[config.mk]
export PLATFORM = sky130hd
export DESIGN_NAME = sound_scheduler_flat
export DESIGN_NICKNAME = d
export VERILOG_FILES = /design/src/rtl/sound_scheduler_if.sv /design/src/rtl/sound_scheduler.sv /design/src/flat_wrapper.sv
export SDC_FILE = /design/constraint.sdc
export NUM_CORES = 1
export LEC_CHECK = 0
export CAP_MARGIN = 5
export CORE_MARGIN = 4
export CORE_UTILIZATION = 30
export CTS_CLUSTER_SIZE = 12
export DETAILED_ROUTE_END_ITERATION = 12
export GPL_ROUTABILITY_DRIVEN = 0
export GPL_TIMING_DRIVEN = 0
export HOLD_SLACK_MARGIN = 0.02
export PLACE_DENSITY = 0.54
export SLEW_MARGIN = 20
export SYNTH_ARGS = -nofsm -noshare
export SYNTH_HDL_FRONTEND = slang
export SYNTH_SLANG_ARGS = --single-unit
export TNS_END_PERCENT = 1
[constraint.sdc]
create_clock -name CLOCK_50 -period 2.58 [get_ports CLOCK_50]
set_input_delay 0.258 -clock CLOCK_50 [delete_from_list [all_inputs] [get_ports CLOCK_50]]
set_output_delay 0.258 -clock CLOCK_50 [all_outputs]
set_load 0.01 [all_outputs]
[src/rtl/sound_scheduler_if.sv]
// Bundles the sound request inputs and the tone-generator outputs of the
// sound scheduler. The scheduler sits on the slave side; whoever issues
// requests and consumes the tone parameters sits on the master side.
// Requests are single-cycle pulses with no ready/ack: the scheduler samples
// them every rising edge and either accepts them or drops them on the spot.
interface sound_scheduler_if;
  logic        chomp;
  logic        eatghost;
  logic        death;
  logic        mute;
  logic        tone_en;
  logic [14:0] half_period;
  logic [23:0] amplitude;
  logic [1:0]  active_id;
  logic        done;
  logic [1:0]  state_dbg;

  modport master (
    output chomp, eatghost, death, mute,
    input  tone_en, half_period, amplitude, active_id, done, state_dbg
  );

  modport slave (
    input  chomp, eatghost, death, mute,
    output tone_en, half_period, amplitude, active_id, done, state_dbg
  );
endinterface

[src/rtl/sound_scheduler.sv]
// Plays short note sequences (chomp / eatghost / death) for a square-wave
// tone generator. Higher sound ids preempt lower ones, the same id restarts,
// mute and reset silence everything. All outputs come straight from flops.
module sound_scheduler #(
  parameter int NOTE_CYCLES = 3125000,
  parameter int GAP_CYCLES  = 250000
) (
  input logic               CLOCK_50,
  input logic               reset,
  sound_scheduler_if.slave  sif
);

  localparam logic [1:0] S_IDLE = 2'd0;
  localparam logic [1:0] S_PLAY = 2'd1;
  localparam logic [1:0] S_GAP  = 2'd2;

  localparam int CNT_MAX = (NOTE_CYCLES > GAP_CYCLES) ? NOTE_CYCLES : GAP_CYCLES;
  localparam int CNT_W   = $clog2(CNT_MAX + 1);
  localparam logic [CNT_W-1:0] NOTE_LAST = CNT_W'(NOTE_CYCLES - 1);
  localparam logic [CNT_W-1:0] GAP_LAST  = CNT_W'(GAP_CYCLES - 1);

  // Half-period of note idx within sound id.
  function automatic logic [14:0] note_hp(input logic [1:0] id, input logic [2:0] idx);
    logic [14:0] hp;
    hp = '0;
    case (id)
      2'd1: hp = 15'd7102;
      2'd2: begin
        case (idx[1:0])
          2'd0:    hp = 15'd14204;
          2'd1:    hp = 15'd10638;
          2'd2:    hp = 15'd8448;
          default: hp = 15'd7102;
        endcase
      end
      2'd3: begin
        case (idx)
          3'd0:    hp = 15'd7102;
          3'd1:    hp = 15'd7970;
          3'd2:    hp = 15'd8948;
          3'd3:    hp = 15'd10043;
          3'd4:    hp = 15'd11272;
          3'd5:    hp = 15'd12652;
          3'd6:    hp = 15'd14204;
          default: hp = 15'd15944;
        endcase
      end
      default: hp = '0;
    endcase
    return hp;
  endfunction

  // Amplitude is fixed for the whole sound.
  function automatic logic [23:0] note_amp(input logic [1:0] id);
    logic [23:0] a;
    case (id)
      2'd1:    a = 24'd40000;
      2'd2:    a = 24'd60000;
      2'd3:    a = 24'd80000;
      default: a = '0;
    endcase
    return a;
  endfunction

  // Index of the final note: death has 8 notes, the others 4.
  function automatic logic [2:0] last_idx(input logic [1:0] id);
    return (id == 2'd3) ? 3'd7 : 3'd3;
  endfunction

  logic [1:0]       state_q, state_d;
  logic [2:0]       idx_q, idx_d;
  logic [CNT_W-1:0] cnt_q, cnt_d;
  logic             tone_en_q, tone_en_d;
  logic [14:0]      hp_q, hp_d;
  logic [23:0]      amp_q, amp_d;
  logic [1:0]       id_q, id_d;
  logic             done_q, done_d;

  logic [1:0] req_id;
  logic       accept;

  // Resolve simultaneous pulses to the highest id and decide acceptance.
  always_comb begin
    req_id = 2'd0;
    if (sif.death)         req_id = 2'd3;
    else if (sif.eatghost) req_id = 2'd2;
    else if (sif.chomp)    req_id = 2'd1;
    accept = !sif.mute && (req_id != 2'd0) && (req_id >= id_q);
  end

  // Next-state and next-output computation; a request beats natural completion.
  always_comb begin
    state_d   = state_q;
    idx_d     = idx_q;
    cnt_d     = cnt_q;
    tone_en_d = tone_en_q;
    hp_d      = hp_q;
    amp_d     = amp_q;
    id_d      = id_q;
    done_d    = 1'b0;
    if (sif.mute) begin
      state_d   = S_IDLE;
      idx_d     = '0;
      cnt_d     = '0;
      tone_en_d = 1'b0;
      hp_d      = '0;
      amp_d     = '0;
      id_d      = '0;
    end else if (accept) begin
      state_d   = S_PLAY;
      idx_d     = '0;
      cnt_d     = '0;
      tone_en_d = 1'b1;
      hp_d      = note_hp(req_id, 3'd0);
      amp_d     = note_amp(req_id);
      id_d      = req_id;
    end else begin
      case (state_q)
        S_PLAY: begin
          if (cnt_q == NOTE_LAST) begin
            cnt_d     = '0;
            tone_en_d = 1'b0;
            if (idx_q == last_idx(id_q)) begin
              state_d = S_IDLE;
              idx_d   = '0;
              hp_d    = '0;
              amp_d   = '0;
              id_d    = '0;
              done_d  = 1'b1;
            end else begin
              state_d = S_GAP;
            end
          end else begin
            cnt_d = cnt_q + 1'b1;
          end
        end
        S_GAP: begin
          if (cnt_q == GAP_LAST) begin
            cnt_d     = '0;
            state_d   = S_PLAY;
            idx_d     = idx_q + 3'd1;
            tone_en_d = 1'b1;
            hp_d      = note_hp(id_q, idx_q + 3'd1);
          end else begin
            cnt_d = cnt_q + 1'b1;
          end
        end
        S_IDLE: begin
        end
        default: begin
          state_d = S_IDLE;
        end
      endcase
    end
  end

  // State and output registers with synchronous reset.
  always_ff @(posedge CLOCK_50) begin
    if (reset) begin
      state_q   <= S_IDLE;
      idx_q     <= '0;
      cnt_q     <= '0;
      tone_en_q <= 1'b0;
      hp_q      <= '0;
      amp_q     <= '0;
      id_q      <= '0;
      done_q    <= 1'b0;
    end else begin
      state_q   <= state_d;
      idx_q     <= idx_d;
      cnt_q     <= cnt_d;
      tone_en_q <= tone_en_d;
      hp_q      <= hp_d;
      amp_q     <= amp_d;
      id_q      <= id_d;
      done_q    <= done_d;
    end
  end

  assign sif.tone_en     = tone_en_q;
  assign sif.half_period = hp_q;
  assign sif.amplitude   = amp_q;
  assign sif.active_id   = id_q;
  assign sif.done        = done_q;
  assign sif.state_dbg   = state_q;

endmodule

[src/flat_wrapper.sv]
// flat-port wrapper written by rule: the top's interface ports become plain ports
module sound_scheduler_flat 
#(
  parameter int NOTE_CYCLES = 3125000,
  parameter int GAP_CYCLES  = 250000
)
  (CLOCK_50, reset, sif_chomp, sif_eatghost, sif_death, sif_mute, sif_tone_en, sif_half_period, sif_amplitude, sif_active_id, sif_done, sif_state_dbg);
  sound_scheduler_if sif_i ();
  input logic CLOCK_50;
  input logic reset;
  input wire logic [$bits(sif_i.chomp)-1:0] sif_chomp;
  input wire logic [$bits(sif_i.eatghost)-1:0] sif_eatghost;
  input wire logic [$bits(sif_i.death)-1:0] sif_death;
  input wire logic [$bits(sif_i.mute)-1:0] sif_mute;
  output wire logic [$bits(sif_i.tone_en)-1:0] sif_tone_en;
  output wire logic [$bits(sif_i.half_period)-1:0] sif_half_period;
  output wire logic [$bits(sif_i.amplitude)-1:0] sif_amplitude;
  output wire logic [$bits(sif_i.active_id)-1:0] sif_active_id;
  output wire logic [$bits(sif_i.done)-1:0] sif_done;
  output wire logic [$bits(sif_i.state_dbg)-1:0] sif_state_dbg;
  assign sif_i.chomp = sif_chomp;
  assign sif_i.eatghost = sif_eatghost;
  assign sif_i.death = sif_death;
  assign sif_i.mute = sif_mute;
  assign sif_tone_en = sif_i.tone_en;
  assign sif_half_period = sif_i.half_period;
  assign sif_amplitude = sif_i.amplitude;
  assign sif_active_id = sif_i.active_id;
  assign sif_done = sif_i.done;
  assign sif_state_dbg = sif_i.state_dbg;
  sound_scheduler #(.NOTE_CYCLES(NOTE_CYCLES), .GAP_CYCLES(GAP_CYCLES)) u_core (.CLOCK_50(CLOCK_50), .reset(reset), .sif(sif_i));
endmodule
Word level (Yosys, flattened, before mapping)
Cells that the tools add are included.

Flip-flop bits (word level): 70. Input port bits: 6. Output and inout port bits: 45.

Add/sub/neg operators: 2. Order comparisons: 1. Equality and inequality tests: 26. Multiplexer cells: 39. Bitwise gates (word level): 3. Reduce and logical (&&, ||, !) cells: 22.

Operators with widths (count): case mux 14 bit (7 select lines) (1); 2-to-1 mux 24 bit (4); 2-to-1 mux 15 bit (4); case mux 17 bit (3 select lines) (1); case mux 15 bit (3 select lines) (1); 2-to-1 mux 22 bit (2); case mux 22 bit (2 select lines) (1); case mux 14 bit (3 select lines) (1); case mux 15 bit (2 select lines) (1); case mux 14 bit (2 select lines) (1); adder 22 x 1 -> 22 bit (second input constant) (1); == test 22 x 18 -> 1 bit (second input constant) (1); == test 22 bit (second input constant) (1); 2-to-1 mux 2 bit (9); == test 2 bit (second input constant) (6); 2-to-1 mux 3 bit (4); AND reduction 3 bit (4); nonzero test 2 bit (5); == test 3 bit (second input constant) (3); inequality test 3 x 1 -> 1 bit (second input constant) (3); == test 2 x 1 -> 1 bit (second input constant) (4); inequality test 2 x 1 -> 1 bit (second input constant) (4); AND reduction 4 bit (2); == test 3 x 2 -> 1 bit (second input constant) (2); 17 further kinds (27).

Depth between registers and ports, before layout
Gate-level depths: netlist of run 1.

Depth after elaboration: 8. Depth in mapped cells: 10. Gate-level depth less buffers: 8.

Worst setup path after synthesis of run 1
OpenSTA, ideal clock, no wires.

Path kind: register -> register. Start point: register u_core.state_q[0] (netlist: u_core.sif.state_dbg[0]). End point: register u_core.hp_q[8] (netlist: u_core.sif.half_period[8]). Setup time: 0.119 ns. Data arrival time: 2.305 ns. Data required time: 2.461 ns. Path slack: 0.156 ns. Stages on the path, launching flop included: 10. Buffers on the path: 2. Cell sequence: dfxtp_1 -> inv_1 -> ha_1 -> clkbuf_1 -> nor2b_1 -> a32oi_1 -> or3_1 -> buf_2 -> o31a_1 -> o221a_1.

Longest elaborated chain between the ends: 3.

RTL lines: from (decl) (RTL line sound_scheduler.sv:70) `logic [1:0] state_q, state_d;`; from (signal assigned) (RTL line sound_scheduler.sv:169) `state_q <= state_d;`; == test 2 x 1 -> 1 bit / == test 2 bit (equally long branches) (RTL line sound_scheduler.sv:118) `case (state_q)`; inequality test 3 x 1 -> 1 bit (no source line), or another cell as far along; AND reduction 4 bit (no source line) / 2-to-1 mux 15 bit (equally long branches); to (signal assigned) (RTL line sound_scheduler.sv:173) `hp_q <= hp_d;`; to (decl) (RTL line sound_scheduler.sv:74) `logic [14:0] hp_q, hp_d;`.

Parallel ways exist; a longest one is shown, timed or not. A chain may end at the register's enable or synchronous reset.

Final worst setup path of run 1
Start point: input sif_eatghost. End point: register u_core.hp_q[13] (netlist: u_core.sif.half_period[13]).

Longest elaborated chain between the ends: 7.

RTL lines: from (decl) (RTL line flat_wrapper.sv:12) `input wire logic [$bits(sif_i.eatghost)-1:0] sif_eatghost;`; 2-to-1 mux 2 bit (*) (RTL line sound_scheduler.sv:86) `else if (sif.eatghost) req_id = 2'd2;`; 2-to-1 mux 2 bit (*) (RTL line sound_scheduler.sv:85) `if (sif.death) req_id = 2'd3;`; parallel branches: the longest is 5 deep, another holds greater-or-equal comparator 2 bit.

Every way passes the cells marked *.

==> results of run 1 <==
power by group through the flow:
stage                     logic, mW  clock network, mW  registers [mW]
after floorplan               0.138                  0           0.824
after global placement        0.226                  0           0.818
after detailed placement      0.229                  0           0.818
after CTS                     0.233              0.575           0.800
after global routing          0.256              0.607           0.802
final                         0.235              0.560           0.800
through the flow:
stage	total power [mW]	cells	instance area, µm²
3_5_place_dp	1.05	565	3730
5_1_grt	1.67	573	3900
2_1_floorplan	0.963	393	3200
6_report	1.59	573	3900
4_1_cts	1.61	573	3860
3_3_place_gp	1.04	565	3730
path summary, 6_finish.rpt:
path / start / end / slack (ps) / depth (start not counted)
min reg2reg: u_core.sif.half_period[7]$_SDFFE_PP0P_ / u_core.sif.half_period[7]$_SDFFE_PP0P_ / 470 / 2
max: sif_eatghost / u_core.sif.half_period[13]$_SDFFE_PP0P_ / 80 / 9
min: u_core.sif.half_period[7]$_SDFFE_PP0P_ / u_core.sif.half_period[7]$_SDFFE_PP0P_ / 470 / 2
max reg2reg: u_core.sif.state_dbg[1]$_SDFFE_PP0P_ / u_core.sif.half_period[8]$_SDFFE_PP0P_ / 80 / 9
cell usage in the layout (no fill, tap or decap), types with 15 or more instances in the layout:
cell type	n
dfxtp_1	49
nor3_1	39
clkdlybuf4s50_1	36
nand2_1	26
buf_4	21
ha_1	18
inv_1	16
o21ai_0	16
nor2_1	15
nand3_1	15
per-layer routing:
layer / track usage [%] / share of wire [%] / vias to the layer above
li1: - / - / 1470
met1: 17.2 / 47 / 1322
met2: 21.1 / 47 / 78
met3: 2.41 / 4.2 / 15
met4: 4.19 / 2.1 / 0
met5: 0 / 0 / -
cell type report:
class / instances / area, µm²
plain buffers: 43 / 262
clock buffers: 7 / 76.3
clock inverters: 1 / 30.0
fillers: 1092 / 6380
inverters: 16 / 60.1
multi-input cells: 284 / 1940
flip-flops and latches: 50 / 1000
well taps: 136 / 170
repair buffers: 36 / 360
state kept, by name (all words and copies together), names as in the netlist:
name	cells
u_core.cnt_q	22
u_core.sif.active_id	1
u_core.idx_q	3
u_core.sif.tone_en	1
u_core.sif.half_period	14
u_core.sif.state_dbg	2
u_core.sif.done	1
u_core.sif.amplitude	6
what timing repair did:
| action | 4_1_cts | 5_1_grt |
|---|---|---|
| gates cloned | 0 | 0 |
| endpoints found under the hold margin | 0 | 0 |
| gates resized for setup | 9 | 14 |
| endpoints found under the setup margin | 40 | 28 |
worst register-to-register path: cells and delay by family (launching register included):
kind                     cells  cell delay [ps]
flip-flops                   1              380
adder cells (fa/ha/maj)      1              270
AND/OR/NAND/NOR              2              510
buffers and inverters        3              440
AO/OA/AOI/OAI                3              800
cell families (layout without fill, tap and decap cells):
logic type | count (synthesis) | in the layout | synth area share, %
mux | 4 | 4 | 1.31
buf+inv | 59 | 103 | 9.88
fa+ha+maj | 18 | 18 | 7.14
xor+xnor | 21 | 21 | 5.83
flops | 50 | 50 | 31.7
other cells | 1 | 14 | 0.119
compound gates | 85 | 85 | 19.6
simple gates | 142 | 142 | 24.4
==> out/results.txt, run 1 <==
Clock network fraction of total power = 35.1%
Top Family by Delay on Critical Path = compound AO/OA/AOI/OAI gates
Crit. End Element = register
Cells after synthesis = 380
DRC = 0
Critical path arrival = 2770 ps
LEAKAGE = 1.37 nW
Slew Limit Headroom = 52.1%
Max incr delay on CP = 470 ps
Critical path's slowest cell = clkdlybuf4s50_1
Global-route wire length before repair = 13.5 mm
Vias in the first global route = 2702
Synth Register Bits = 50
Core area = 10300 µm²
Pre-CTS setup slack = -659 ps
Max Freq = 0.400 GHz
Final hold violation count = 0
Final setup fails = 0
RSZ-0062 raised after global routing = true
Layout cells sized above 1 = 15.3%
DIE AREA = 12200 µm²
Synth top area cells = dfxtp_1 32%, ha_1 7.1%, nor3_1 6.3%
Starting density of the core = 30.7%
Final Core Density = 37.9%
Critical path buffer and inverter count = 2
Net count, final = 460
Setup TNS = 0 ps
Max Root-Sink Buffers = 2
Sequential share of power = 50.1%
Clock-pin slew of the registers on the worst-case setup and hold paths = 100 ps
Initial antenna violation count = 0
Required @ worst endpoint = 2840 ps
Hold_ws = 470 ps
Share of the synthesized area in the top cell type = 31.7%
EDFF count, synth = 0
Internal Pwr Total = 1.19 mW
Slew Limit Fails = 0
Die X = 111 µm
Final global-route overflow total = 0
Row cnt = 37
Max Fanout on Critical Path = 7
Top post-synthesis cells by count = 50 x dfxtp_1, 40 x nor3_1, 26 x nand2_1, 21 x buf_4, 18 x ha_1
Post-synth top area cell = dfxtp_1
CTS tree = built
Min Tclk post-route = 2500 ps
Cell mode on critical path = a21oi_2
WL final = 8.08 mm
WS Path Type = primary input to register
Cells along the critical path = clkdlybuf4s50_1, inv_1, a21oi_2, ha_1, nand2b_1, a21oi_2, nor2_1, a2111oi_1, o221a_2
Switch Pwr = 0.408 mW
Post-CTS Hold Buffers = 0
Worst Setup Slack, final = 77.0 ps
Max VDD drop = 0.000226 V
Switching Share = 25.6%
PwrDens = 409 nW/µm²
Top-count cell post-synth = dfxtp_1
Layout Skew = 17.8 ps
CTS H-Tree Depth = 2
Comb pwr share = 14.8%
Top FF cell, synth = dfxtp_1
Slew @ Worst Pin = 711 ps
Unique masters post-synth = 58
Post-route antenna net violation count = 0
Setup crit start kind = primary input
DR iter-0 viols = 112
Largest net degree at the start of global routing = 15
Clock root cell = clkbuf_8
Run status = complete, no violations
Post-DP HPWL = 6.07 mm
Post-Syn Area = 3150 µm²
Final worst-path cycle share = 97.0%
Yosys warnings = 0
I/O pin count = 51
Ys async rst share = 0%
Clock Latency Late Sink = 310 ps
PortBufs = 36
Mean post-synth cell area = 8.30 µm²
Max_cap viols = 0
Post-CTS Setup Bufs = 0
Worst hold path class = register to register
Via/cell ratio = 5.03
Register area share after synthesis = 31.7%
Height of the die = 111 µm
First drt pass iteration count = 5
TritonCTS Buffers = 5
Synthesis-to-layout area growth = 23.6%
Sink Count = 50
Gr usage total = 12.9%
Avg WL per Cell = 14.1 µm
Ant diodes = 0
Via count = 2885
Note: power is estimated with default switching activity, not from simulation.
==> run 2: changes to the inputs <==
--- a/config.mk
+++ b/config.mk
@@ -6,6 +6,8 @@
 export NUM_CORES = 1
 export LEC_CHECK = 0
 export CAP_MARGIN = 5
+export CELL_PAD_IN_SITES_DETAIL_PLACEMENT = 1
+export CELL_PAD_IN_SITES_GLOBAL_PLACEMENT = 2
 export CORE_MARGIN = 4
 export CORE_UTILIZATION = 30
 export CTS_CLUSTER_SIZE = 12
@@ -13,7 +15,7 @@
 export GPL_ROUTABILITY_DRIVEN = 0
 export GPL_TIMING_DRIVEN = 0
 export HOLD_SLACK_MARGIN = 0.02
-export PLACE_DENSITY = 0.54
+export PLACE_DENSITY = 0.8
 export SLEW_MARGIN = 20
 export SYNTH_ARGS = -nofsm -noshare
 export SYNTH_HDL_FRONTEND = slang
==> run 2 against run 1 <==
Routed wire length up 12%. Die area unchanged. Sequential power about the same.
==> out/results.txt, run 2 (synthesized netlist as in run 1, its figures left out) <==
Core area = 10300 µm² (unchanged)
Global-route wire length before repair = 15.1 mm (was 13.5 mm)
Worst hold path class = register to register (unchanged)
Max_cap viols = 0 (unchanged)
I/O pin count = 51 (unchanged)
Via count = 2951 (was 2885)
Max Root-Sink Buffers = 2 (unchanged)
RSZ-0062 raised after global routing = true (unchanged)
Setup TNS = 0 ps (unchanged)
Run status = complete, no violations (unchanged)
DIE AREA = 12200 µm² (unchanged)
Clock Latency Late Sink = 310 ps (about the same)
Net count, final = 459 (was 460)
Clock-pin slew of the registers on the worst-case setup and hold paths = 100 ps (about the same)
Max VDD drop = 0.000231 V (was 0.000226 V)
Post-route antenna net violation count = 0 (unchanged)
Avg WL per Cell = 15.8 µm (was 14.1 µm)
Min Tclk post-route = 2460 ps (was 2500 ps)
CTS tree = built (unchanged)
WS Path Type = primary input to register (unchanged)
Post-CTS Setup Bufs = 0 (unchanged)
CTS H-Tree Depth = 2 (unchanged)
Placed cell count = 565 (unchanged)
Required @ worst endpoint = 2790 ps (was 2840 ps)
Largest net degree at the start of global routing = 16 (was 15)
Ant diodes = 0 (unchanged)
Max Freq = 0.407 GHz (was 0.400 GHz)
Post-DP HPWL = 7.04 mm (was 6.07 mm)
Critical path arrival = 2670 ps (was 2770 ps)
DR iter-0 viols = 76 (was 112)
Vias in the first global route = 3001 (was 2702)
Clock root cell = clkbuf_8 (unchanged)
Top Family by Delay on Critical Path = buffers and inverters (was compound AO/OA/AOI/OAI gates)
Layout cells sized above 1 = 16.7% (was 15.3%)
Layout Cells excl Fill = 572 (was 573)
DRC = 0 (unchanged)
Slew Limit Fails = 0 (unchanged)
Final setup fails = 0 (unchanged)
PortBufs = 36 (unchanged)
Via/cell ratio = 5.16 (was 5.03)
Starting density of the core = 30.7% (unchanged)
Most common cell after layout, fill and taps aside = dfxtp_1 (unchanged)
Slew @ Worst Pin = 535 ps (was 711 ps)
PwrDens = 408 nW/µm² (was 409 nW/µm²)
Max Fanout on Critical Path = 10 (was 7)
TritonCTS Buffers = 5 (unchanged)
Critical path buffer and inverter count = 4 (was 2)
WL final = 9.05 mm (was 8.08 mm)
Commonest non-fill, non-tap cells in the layout = 48 x dfxtp_1, 39 x nor3_1, 36 x clkdlybuf4s50_1 (was 49 x dfxtp_1, 39 x nor3_1, 36 x clkdlybuf4s50_1)
First drt pass iteration count = 4 (was 5)
Slew Limit Headroom = 63.8% (was 52.1%)
Layout Skew = 8.44 ps (was 17.8 ps)
Setup crit start kind = primary input (unchanged)
Crit. End Element = register (unchanged)
Synthesis-to-layout area growth = 24.5% (was 23.6%)
Die X = 111 µm (unchanged)
Design Area, Final = 3930 µm² (was 3900 µm²)
Max FFs per register = 22 (unchanged)
Row cnt = 37 (unchanged)
Final worst-path cycle share = 95.3% (was 97.0%)
Cell mode on critical path = or2_2 (was a21oi_2)
Area after DPL = 3730 µm² (unchanged)
Cells along the critical path = clkdlybuf4s50_1, or2_2, inv_1, ha_1, or2_2, clkbuf_1, nor2_2, clkbuf_2, nor2_1, a41o_1 (was clkdlybuf4s50_1, inv_1, a21oi_2, ha_1, nand2b_1, a21oi_2, nor2_1, a2111oi_1, o221a_2)
Gr usage total = 14.5% (was 12.9%)
Sink Count = 50 (unchanged)
Final global-route overflow total = 0 (unchanged)
Final Core Density = 38.2% (was 37.9%)
Max incr delay on CP = 520 ps (was 470 ps)
LEAKAGE = 1.38 nW (was 1.37 nW)
Final hold violation count = 0 (unchanged)
Initial antenna violation count = 0 (unchanged)
Hold_ws = 479 ps (was 470 ps)
Largest register by flop count = u_core.cnt_q (unchanged)
Critical path's slowest cell = clkdlybuf4s50_1 (unchanged)
Height of the die = 111 µm (unchanged)
-- run 2: per-stage QoR --
step	worst slack, ps	power, mW
2_1_floorplan	156	0.963
3_3_place_gp	-628	1.05
3_5_place_dp	-719	1.05
4_1_cts	-6.90	1.62
5_1_grt	-54.0	1.68
6_report	122	1.60
-- run 2: power breakdown --
group / total (mW) / switching, mW / internal, mW
registers: 0.800 / 0.0109 / 0.789
clock network: 0.558 / 0.272 / 0.286
logic: 0.245 / 0.136 / 0.109
-- run 2: area by class of cell --
type / instances / area [µm²]
flip-flops and latches: 50 / 1000
inverters: 16 / 60.1
repair buffers: 36 / 360
clock buffers: 5 / 68.8
fillers: 1257 / 6350
well taps: 136 / 170
plain buffers: 42 / 255
clock inverters: 3 / 40.0
multi-input cells: 284 / 1970
-- run 2: path summary, 6_finish.rpt --
path	slack, ps	end	depth (start not counted)	start
worst min register to register	480	u_core.sif.half_period[7]$_SDFFE_PP0P_	2	u_core.sif.half_period[7]$_SDFFE_PP0P_
worst max-delay path	120	u_core.sif.state_dbg[1]$_SDFFE_PP0P_	10	sif_death
worst max register to register	130	u_core.sif.half_period[9]$_SDFFE_PP0P_	8	u_core.idx_q[0]$_SDFFE_PP0P_
worst min-delay path	480	u_core.sif.half_period[7]$_SDFFE_PP0P_	2	u_core.sif.half_period[7]$_SDFFE_PP0P_
-- run 2: what timing repair did --
item                       in CTS  in global routing
resized for setup              12                 18
setup endpoints to repair      48                 35
hold buffers                    0                  0
hold endpoints to repair        0                  0
-- run 2: routing by layer --
metal  track usage, %  part of all wire [%]
met1             18.5                    47
met2             25.5                    49
met3             2.74                   2.8
met4             2.96                   1.4
met5                0                     0
-- run 2: tightest hold or removal path, cell delays in order, from the launching register on --
cell and delay, ps:
dfxtp_1 330, nand2_1 50, mux2i_1 50
